--- src/rtl/fifo_pkg.sv ---
// Shared constants for the pushbutton FIFO demo: geometry and 7-segment encoding.
package fifo_pkg;

  localparam int unsigned DATA_W = 15;
  localparam int unsigned DEPTH  = 8;
  localparam int unsigned PTR_W  = 4;
  localparam int unsigned ADDR_W = PTR_W - 1;

  // Active-low segments, bit order {g,f,e,d,c,b,a}; all segments off.
  localparam logic [6:0] SEG_BLANK = 7'h7F;

  localparam logic [6:0] SEG7_TABLE [16] = '{
    7'h40, 7'h79, 7'h24, 7'h30,
    7'h19, 7'h12, 7'h02, 7'h78,
    7'h00, 7'h10, 7'h08, 7'h03,
    7'h46, 7'h21, 7'h06, 7'h0E
  };

  function automatic logic [6:0] seg7_encode(input logic [3:0] nib);
    return SEG7_TABLE[nib];
  endfunction

endpackage

--- src/rtl/hex_to_seg7.sv ---
// Combinational hex nibble to active-low 7-segment decoder.
module hex_to_seg7
  import fifo_pkg::*;
(
  input  logic [3:0] i_hex,
  output logic [6:0] o_seg
);

  // Table lookup of the segment pattern for the nibble.
  always_comb begin
    o_seg = seg7_encode(i_hex);
  end

endmodule

--- src/rtl/button_fifo.sv ---
// 8 x 15-bit FIFO operated one word per pushbutton press; head word shown on four
// 7-segment digits, full/empty flags exported.
module button_fifo
  import fifo_pkg::*;
(
  input  logic              clock,
  input  logic              resetN,
  input  logic              button,
  input  logic              wren,
  input  logic [DATA_W-1:0] dataIn,
  output logic [6:0]        dataHex0,
  output logic [6:0]        dataHex1,
  output logic [6:0]        dataHex2,
  output logic [6:0]        dataHex3,
  output logic              full,
  output logic              empty
);

  logic              r_btnMeta;
  logic              r_btnSync;
  logic              r_btnPrev;
  logic              w_press;
  logic              w_doWrite;
  logic              w_doRead;
  logic [PTR_W-1:0]  r_wrAdd;
  logic [PTR_W-1:0]  r_rdAdd;
  logic [DATA_W-1:0] r_mem [DEPTH];
  logic [DATA_W-1:0] w_head;
  logic [6:0]        w_seg0;
  logic [6:0]        w_seg1;
  logic [6:0]        w_seg2;
  logic [6:0]        w_seg3;

  // Synchronize the asynchronous button and keep its previous synchronized value.
  always_ff @(posedge clock or negedge resetN) begin
    if (!resetN) begin
      r_btnMeta <= 1'b1;
      r_btnSync <= 1'b1;
      r_btnPrev <= 1'b1;
    end else begin
      r_btnMeta <= button;
      r_btnSync <= r_btnMeta;
      r_btnPrev <= r_btnSync;
    end
  end

  // One-cycle pulse on the released-to-pressed transition; qualify by flags.
  always_comb begin
    w_press   = r_btnPrev & ~r_btnSync;
    w_doWrite = w_press & wren & ~full;
    w_doRead  = w_press & ~wren & ~empty;
  end

  // Pointer update; the MSB acts as the wrap bit distinguishing full from empty.
  always_ff @(posedge clock or negedge resetN) begin
    if (!resetN) begin
      r_wrAdd <= '0;
      r_rdAdd <= '0;
    end else begin
      if (w_doWrite) r_wrAdd <= r_wrAdd + 1'b1;
      if (w_doRead)  r_rdAdd <= r_rdAdd + 1'b1;
    end
  end

  // Storage is deliberately left unreset.
  always_ff @(posedge clock) begin
    if (w_doWrite) r_mem[r_wrAdd[ADDR_W-1:0]] <= dataIn;
  end

  // Flags derived from the registered pointers; head word read asynchronously.
  always_comb begin
    empty  = (r_wrAdd == r_rdAdd);
    full   = (r_wrAdd[PTR_W-1] != r_rdAdd[PTR_W-1]) &&
             (r_wrAdd[ADDR_W-1:0] == r_rdAdd[ADDR_W-1:0]);
    w_head = r_mem[r_rdAdd[ADDR_W-1:0]];
  end

  hex_to_seg7 u_hex0 (.i_hex(w_head[3:0]),           .o_seg(w_seg0));
  hex_to_seg7 u_hex1 (.i_hex(w_head[7:4]),           .o_seg(w_seg1));
  hex_to_seg7 u_hex2 (.i_hex(w_head[11:8]),          .o_seg(w_seg2));
  hex_to_seg7 u_hex3 (.i_hex({1'b0, w_head[14:12]}), .o_seg(w_seg3));

  // Blank every digit while there is nothing to show.
  always_comb begin
    dataHex0 = empty ? SEG_BLANK : w_seg0;
    dataHex1 = empty ? SEG_BLANK : w_seg1;
    dataHex2 = empty ? SEG_BLANK : w_seg2;
    dataHex3 = empty ? SEG_BLANK : w_seg3;
  end

endmodule

--- config.mk ---
export PLATFORM = sky130hd
export DESIGN_NAME = button_fifo
export DESIGN_NICKNAME = d
export VERILOG_FILES = /design/src/rtl/fifo_pkg.sv /design/src/rtl/hex_to_seg7.sv /design/src/rtl/button_fifo.sv
export SDC_FILE = /design/constraint.sdc
export NUM_CORES = 1
export LEC_CHECK = 0
export CAP_MARGIN = 20
export CORE_MARGIN = 2
export CORE_UTILIZATION = 45
export DETAILED_ROUTE_END_ITERATION = 12
export RECOVER_POWER = 25
export SKIP_CTS_REPAIR_TIMING = 1
export SYNTH_ARGS = -nofsm -noshare
export SYNTH_HDL_FRONTEND = slang
export SYNTH_HIERARCHICAL = 1
export SYNTH_SLANG_ARGS = --single-unit
export TNS_END_PERCENT = 1
--- constraint.sdc ---
create_clock -name clock -period 5.1 [get_ports clock]
set_input_delay 1.275 -clock clock [delete_from_list [all_inputs] [get_ports clock]]
set_output_delay 1.275 -clock clock [all_outputs]
set_load 0.005 [all_outputs]
==> reports/results.ini, run 1 <==
[setup_path]
cp_top_family = buffers and inverters
start_kind = flop
ff2ff_path_depth = 5
path_cells = buf_6, mux4_1, mux2_2, inv_1, ha_1, and2b_2, or3b_1, o21ai_0, nand2b_1, clkdlybuf4s50_1
slowest_delay_ns = 0.59
crit_type = flop to output port
critical_path_depth = 10
cp_data_arrival_time_ns = 3.59
cp-end-kind = output port
cp.required_ns = 3.83
worstPathMaxFanout = 24
critPathBufInv = 3
critPathSlowestCell = mux4_1

[logic_synthesis]
seq_area_frac_synth_pct = 59.4
ys_top_cells_by_count = edfxtp_1, mux4_1, ha_1, nand2b_1, nor2_1
synth_top_area_share_pct = 55.1
yosys.area.top_type = edfxtp_1
synthCells = 394
synthArstFlopShare_pct = 8.40
netlist_area_um2 = 6540
yosys_register_bits = 131
synth-edff-count = 120
yosysMostFrequentCell = edfxtp_1
synth.distinct_cells = 35
yosys_warnings = 6
ys_top_cells_by_area = edfxtp_1, mux4_1, ha_1
postSynthAreaPerCell_um2 = 16.6
ys.flop_type = edfxtp_1

[min_path]
min_path_cells = 0
hold_path_class = flop to flop

[drt]
drt_iter0_drc = 136
routed_wl_um = 11600
drc_errors = 0
antenna_left = 0
wire_per_inst_um = 17.9
num_vias = 3414
vias_per_cell = 5.26
firstDrtPassIters = 4

[cts]
cts_tree = done
clk_pin_slew_ns = 0.06
clk_path_buf_depth = 2
cts_made_buffers = 17
clock_latency_ns = 0.41
cts_sinks = 131
cts_root_buf = clkbuf_16
h-tree-depth = 4

[layout]
area_growth_pct = 20.0
nets = 501
insertedDiodeCount = 0
layout-drive-gt1-share_pct = 15.5
nFillCells = 1127

[die]
die-area_um2 = 15500
die_h_um = 125
ios = 49
fp.coreArea_um2 = 14400
die_w_um = 125
initial_core_util_pct = 45.5
row_count = 44

[global_routing]
antenna_found_initial = 0
grt_pass1_vias = 3301
overflow = 0
grt_pass1_wl_um = 17700
grt_max_degree = 35
track_usage_pct = 15.1

[timing]
tightest_slew_ns = 1.02
skew_ns = 0.00519
fin_tns_setup_ns = 0
finalHoldViolCount = 0
fin_crit_ns = 4.87
fmax_mhz = 205
rsz0062_at_grt = no
setup_viol = 0
drv_slew = 0
relSlewSlack_pct = 31.9
fin_crit_sh_pct = 95.4

[status]
status = completed

[pwr]
finalPower_uw = 5290
power.density_nw_per_um2 = 674
ir_drop_mv = 0.263
p_leak_uw = 0.00298

[place]
place.gp.congestion = 0.711
hpwl_um = 6970
portBuffers = 48

[job]
cap_viol_max_count = 0

[path summary, 6_finish.rpt]
kind | startpoint | end | slack (ns)
worst max register to register | r_rdAdd[1] | r_mem[0][3] | 2.54
worst min register to register | r_btnMeta | r_btnSync | 0.36
worst max-delay path | r_rdAdd[0] | dataHex2[0] | 0.23
worst min-delay path | r_btnMeta | r_btnSync | 0.36
min in group asynchronous | resetN | r_wrAdd[0] | 1.28
max in group asynchronous | resetN | r_btnPrev | 3.46
[stage by stage]
step	instances	worst slack [ns]	utilization (%)	hold WS [ns]	area (um2)
after floorplan	396	1.31	-	0.345	6550
after global routing	649	0.0829	54.6	0.368	7850
after global placement	617	0.639	50.2	0.346	7210
final	649	0.232	54.6	0.361	7850
after detailed placement	617	0.553	50.2	0.349	7210
after CTS	649	0.105	54.6	0.357	7850
[registers in the layout (all words and copies together), names as in the netlist]
| register | cells |
|---|---|
| r_btnSync | 1 |
| r_btnMeta | 1 |
| r_mem | 120 |
| r_btnPrev | 1 |
| r_wrAdd | 4 |
| r_rdAdd | 4 |
[final cells by class]
type / instances / area [um2] / area share [%]
Clock buffer: 17 / 425 / 5.42
Clock inverter: 15 / 213 / 2.71
Inverter: 15 / 56.3 / 0.717
Multi-Input combinational cell: 228 / 2480 / 31.5
Sequential cell: 131 / 3880 / 49.5
Tap cell: 184 / 230 / 2.93
Timing Repair Buffer: 59 / 567 / 7.22
[kinds of logic after synthesis]
group	synth area share (%)
AO/OA/AOI/OAI	3.20
buffers and inverters	3.23
flip-flops	59.4
other	0.0573
AND/OR/NAND/NOR	7.14
multiplexers	19.7
XOR/XNOR	1.55
adder cells (fa/ha/maj)	5.74
[power by group]
group          total [uW]  internal (uW)  switching, uW
logic                2700           1540           1150
registers            1300           1250           57.7
clock network        1290            862            432
[layout by cell type (no fill, tap or decap), types with 9 or more instances in the layout]
master           count
mux2_2              21
mux2i_1             16
mux4_1              34
dlygate4sd3_1       10
ha_1                30
nand2_1             10
clkdlybuf4s50_1     38
inv_1               15
buf_4               10
edfxtp_1           120
nand2b_1            30
a22o_1               9
nor2_1              27
clkbuf_16           17
[routing by layer]
metal / wire length (um) / GRT usage (%)
met1: 5140 / 18.8
met2: 5940 / 26.3
met3: 402 / 3.01
met4: 138 / 5.35
met5: 0 / 0
(Power assumes the default switching activity.)
==> inputs of run 2 (changes only) <==
--- a/config.mk
+++ b/config.mk
@@ -8,9 +8,11 @@
 export CAP_MARGIN = 20
 export CORE_MARGIN = 2
 export CORE_UTILIZATION = 45
+export CTS_CLUSTER_DIAMETER = 60
 export DETAILED_ROUTE_END_ITERATION = 12
 export RECOVER_POWER = 25
 export SKIP_CTS_REPAIR_TIMING = 1
+export SLEW_MARGIN = 40
 export SYNTH_ARGS = -nofsm -noshare
 export SYNTH_HDL_FRONTEND = slang
 export SYNTH_HIERARCHICAL = 1
==> reports/results.ini, run 2 (same netlist as run 1, synthesis figures left out) <==
[timing]
fin_tns_setup_ns = 0
rsz0062_at_grt = no
fmax_mhz = 206
tightest_slew_ns = 0.589
drv_slew = 0
skew_ns = 0.00756
finalHoldViolCount = 0
setup_viol = 0
fin_crit_ns = 4.86
relSlewSlack_pct = 60.6
fin_crit_sh_pct = 95.2

[cts]
cts_root_buf = clkbuf_16
clk_pin_slew_ns = 0.06
h-tree-depth = 4
cts_tree = done
clock_latency_ns = 0.40
cts_made_buffers = 17
clk_path_buf_depth = 2
cts_sinks = 131

[die]
die_h_um = 125
row_count = 44
initial_core_util_pct = 45.5
die-area_um2 = 15500
fp.coreArea_um2 = 14400
ios = 49
die_w_um = 125

[drt]
antenna_left = 0
drt_iter0_drc = 118
num_vias = 3426
vias_per_cell = 5.26
firstDrtPassIters = 4
wire_per_inst_um = 17.8
drc_errors = 0
routed_wl_um = 11600

[global_routing]
grt_pass1_wl_um = 17900
track_usage_pct = 15.3
grt_max_degree = 35
overflow = 0
antenna_found_initial = 0
grt_pass1_vias = 3345

[pwr]
power.density_nw_per_um2 = 668
finalPower_uw = 5240
p_leak_uw = 0.00298
ir_drop_mv = 0.251

[min_path]
hold_path_class = flop to flop

[setup_path]
start_kind = flop
cp.required_ns = 3.83
crit_type = flop to output port
cp_data_arrival_time_ns = 3.58
cp-end-kind = output port
worstPathMaxFanout = 24

[layout]
layout-drive-gt1-share_pct = 16.1
insertedDiodeCount = 0
largest_register_ffs = 120
layout_commonest_cell = edfxtp_1
design_area_um2 = 7850
nFillCells = 1139
final_core_utilization_pct = 54.6
final_cell_mix = edfxtp_1, clkdlybuf4s50_1, mux4_1
area_growth_pct = 20.0
fin_cells = 651
nets = 503

[status]
status = completed

[place]
placedInstanceArea_um2 = 7230
hpwl_um = 7190
dp.cells = 619
place.gp.congestion = 0.711
portBuffers = 48

[job]
cap_viol_max_count = 0

run 2: cell count changes in the layout (fill, tap and decap cells not counted):
| cell | previous run | this run |
|---|---|---|
| buf_6 | 1 | 3 |
| bufinv_16 | 5 | 4 |
| clkinv_1 | 4 | 3 |
| clkinv_2 | 1 | 3 |
run 2: cell type report:
cell class	instances	area (um2)	share of cell area [%]
Sequential cell	131	3880	49.5
Multi-Input combinational cell	228	2480	31.5
Timing Repair Buffer	61	589	7.51
Clock buffer	17	425	5.42
Tap cell	184	230	2.93
Clock inverter	15	189	2.41
Inverter	15	56.3	0.717
run 2: through the flow:
stage	hold WS, ns	worst slack (ns)
floorplan	0.345	1.31
global placement	0.346	0.639
detailed placement	0.349	0.550
CTS	0.358	0.119
global route	0.368	0.0174
finish	0.361	0.245
run 2: power breakdown:
part	total, uW	internal (uW)	switching [uW]	leakage (uW)
Clock	1240	813	430	0.000299
Combinational	2700	1540	1150	0.00147
Sequential	1300	1250	58.4	0.00121
Total	5240	3600	1640	0.00298
run 2: routing by layer:
metal  up-vias  share of wire [%]  global-route usage (%)
met5         -                  0                       0
met4         0               0.72                    3.77
met3         7                2.3                    4.08
met2        47                 52                    27.0
met1      1716                 44                    18.6
li1       1656                  -                       -
run 2: path summary, 6_finish.rpt:
path	cells past startpoint	start	end	slack, ns
setup / recovery	10	r_rdAdd[0]	dataHex0[0]	0.24
hold / removal	0	r_btnMeta	r_btnSync	0.36
setup reg to reg	6	r_rdAdd[1]	r_mem[0][7]	2.72
hold reg to reg	0	r_btnMeta	r_btnSync	0.36
max in group asynchronous	1	resetN	r_btnPrev	3.46
min in group asynchronous	1	resetN	r_wrAdd[2]	1.28
run 2: worst max-delay path, stage by stage, from the launching register on:
cell and delay [ns]:
dfrtp_1 0.36, buf_6 0.28, mux4_1 0.58, mux2_2 0.32, inv_1 0.15, ha_1 0.20, and2b_2 0.23, or3b_1 0.37
o21ai_0 0.07, nand2b_1 0.11, clkdlybuf4s50_1 0.49
==> variant, RTL diff (config.mk and constraints of run 1) <==
Set the package constant `PTR_W` to 3 (it was 4).
--- a/src/rtl/fifo_pkg.sv
+++ b/src/rtl/fifo_pkg.sv
@@ -3,7 +3,7 @@
 
   localparam int unsigned DATA_W = 15;
   localparam int unsigned DEPTH  = 8;
-  localparam int unsigned PTR_W  = 4;
+  localparam int unsigned PTR_W  = 3;
   localparam int unsigned ADDR_W = PTR_W - 1;
 
   // Active-low segments, bit order {g,f,e,d,c,b,a}; all segments off.
Formal check against the unedited RTL: not equivalent (Yosys sat finds a counterexample within 10 cycles, from zero or initial values and one cycle with resetN low).
==> variant against run 1 <==
Sequential cell count down 62. Count of clock-buffer cells in the layout down 4. Total power down 42%. Clock skew up 0.0038 ns. Synthesized area down 38%. Cell count down 31%. Setup slack better by 0.27 ns. Design area down 40%. Combinational power down 27%. Wire length down 43%. Largest cell class unchanged. Highest routed layer unchanged.
==> variant: results (changes against run 1) <==
- Status: complete, no violations (unchanged)
- Worst r2r path cells: 4 (was 5)
- Top post-synthesis cells by count: edfxtp_1 (60), ha_1 (33), nand2b_1 (28), nor2_1 (21) (was edfxtp_1 (120), mux4_1 (34), ha_1 (30), nand2b_1 (30), nor2_1 (27))
- YS warnings: 6 (unchanged)
- Largest net degree at the start of global routing: 30 (was 35)
- Register area share after synthesis: 50.3% (was 59.4%)
- Placer congestion estimate: 0.794 (was 0.711)
- Netlist cell types: 36 (was 35)
- Routed WL per cell: 15.0 um (was 17.9 um)
- Slowest stage cell, crit path: mux4_2 (was mux4_1)
- Total CTS buffers: 9 (was 17)
- Adder-cell share of the synthesized area: 10.2% (was 5.74%)
- Met1 global-route usage: 19.1% (was 18.8%)
- Met3 wire len: 218 um (was 402 um)
- Violation count after the first detailed-route iteration: 92 (was 136)
- Crit Path Max Fanout: 15 (was 24)
- Wl on met1: 3220 um (was 5140 um)
- All-Layer GR Usage: 14.7% (was 15.1%)
- Register area: 0.00203 sq mm (was 0.00388 sq mm)
- Non-clock buffer share: 11.0% (was 7.22%)
- Inverters: 16 (was 15)
- Top post-synthesis cells by area: edfxtp_1 (45%), ha_1 (10%), mux4_2 (6.1%) (was edfxtp_1 (55%), mux4_1 (14%), ha_1 (5.7%))
- Met3 Resource Use GR: 2.48% (was 3.01%)
- Post-synth EDFFs: 60 (was 120)
- Clock Skew: 0.00901 ns (was 0.00519 ns)
- Non-Clock Buffer Count: 52 (was 59)
- Final net count: 384 (was 501)
- Met2 usage: 24.1% (was 26.3%)
- CTS Sinks: 69 (was 131)
- Comb_multi_in: 184 (was 228)
- Root Driver: clkbuf_8 (was clkbuf_16)
- DR vias: 2262 (was 3414)
- Clock buffers: 13 (was 17)
- Post-detail-place hpwl: 4730 um (was 6970 um)
- Worst VDD drop: 0.252 mV (was 0.263 mV)
- Post-synthesis xor/xnor area fraction: 2.45% (was 1.55%)
- Complex-gate fraction of the synthesized area: 5.70% (was 3.19%)
- Max H-tree Level: 3 (was 4)
- RR Endpoint: r_mem[0][6] (was r_mem[0][3])
- Vias in the first global route: 2244 (was 3301)
- Post-synth ARST share: 13.0% (was 8.40%)
- Clock-cell share: 3.43% (was 8.13%)
- Max_slew headroom: 46.5% (was 31.9%)
- First-pass GRT wire length: 11100 um (was 17700 um)
- Area of the multi-input gates: 0.00183 sq mm (was 0.00248 sq mm)
- Leakage power: 1.88 nW (was 2.98 nW)
- WL met2: 3110 um (was 5940 um)
-- variant: cell types whose count changed in the layout (fill, tap and decap cells not counted), moves of 4 or more --
cell / before / now
clkbuf_16: 17 / 0
mux2_2: 21 / 5
edfxtp_1: 120 / 60
nor2_1: 27 / 21
nand2_1: 10 / 6
buf_4: 10 / 3
bufinv_16: 5 / 0
mux4_2: 0 / 11
clkbuf_8: 0 / 10
mux4_1: 34 / 8
-- variant: through the flow --
stage / utilization, % / hold slack [ns] / instance area (sq um) / std cells / worst slack, ns
after floorplan: - / 0.345 / 4050 / 284 / 1.47
after global placement: 52.6 / 0.347 / 4580 / 429 / 0.850
after detailed placement: 52.6 / 0.354 / 4580 / 429 / 0.826
after CTS: 54.4 / 0.363 / 4750 / 445 / 0.458
after global routing: 54.4 / 0.369 / 4750 / 445 / 0.272
final: 54.4 / 0.366 / 4750 / 445 / 0.507
-- variant: where the power goes --
part,internal (W),switching (W)
Clock,0.000187,0.000182
Combinational,0.00114,0.000820
Sequential,0.000671,0.0000715
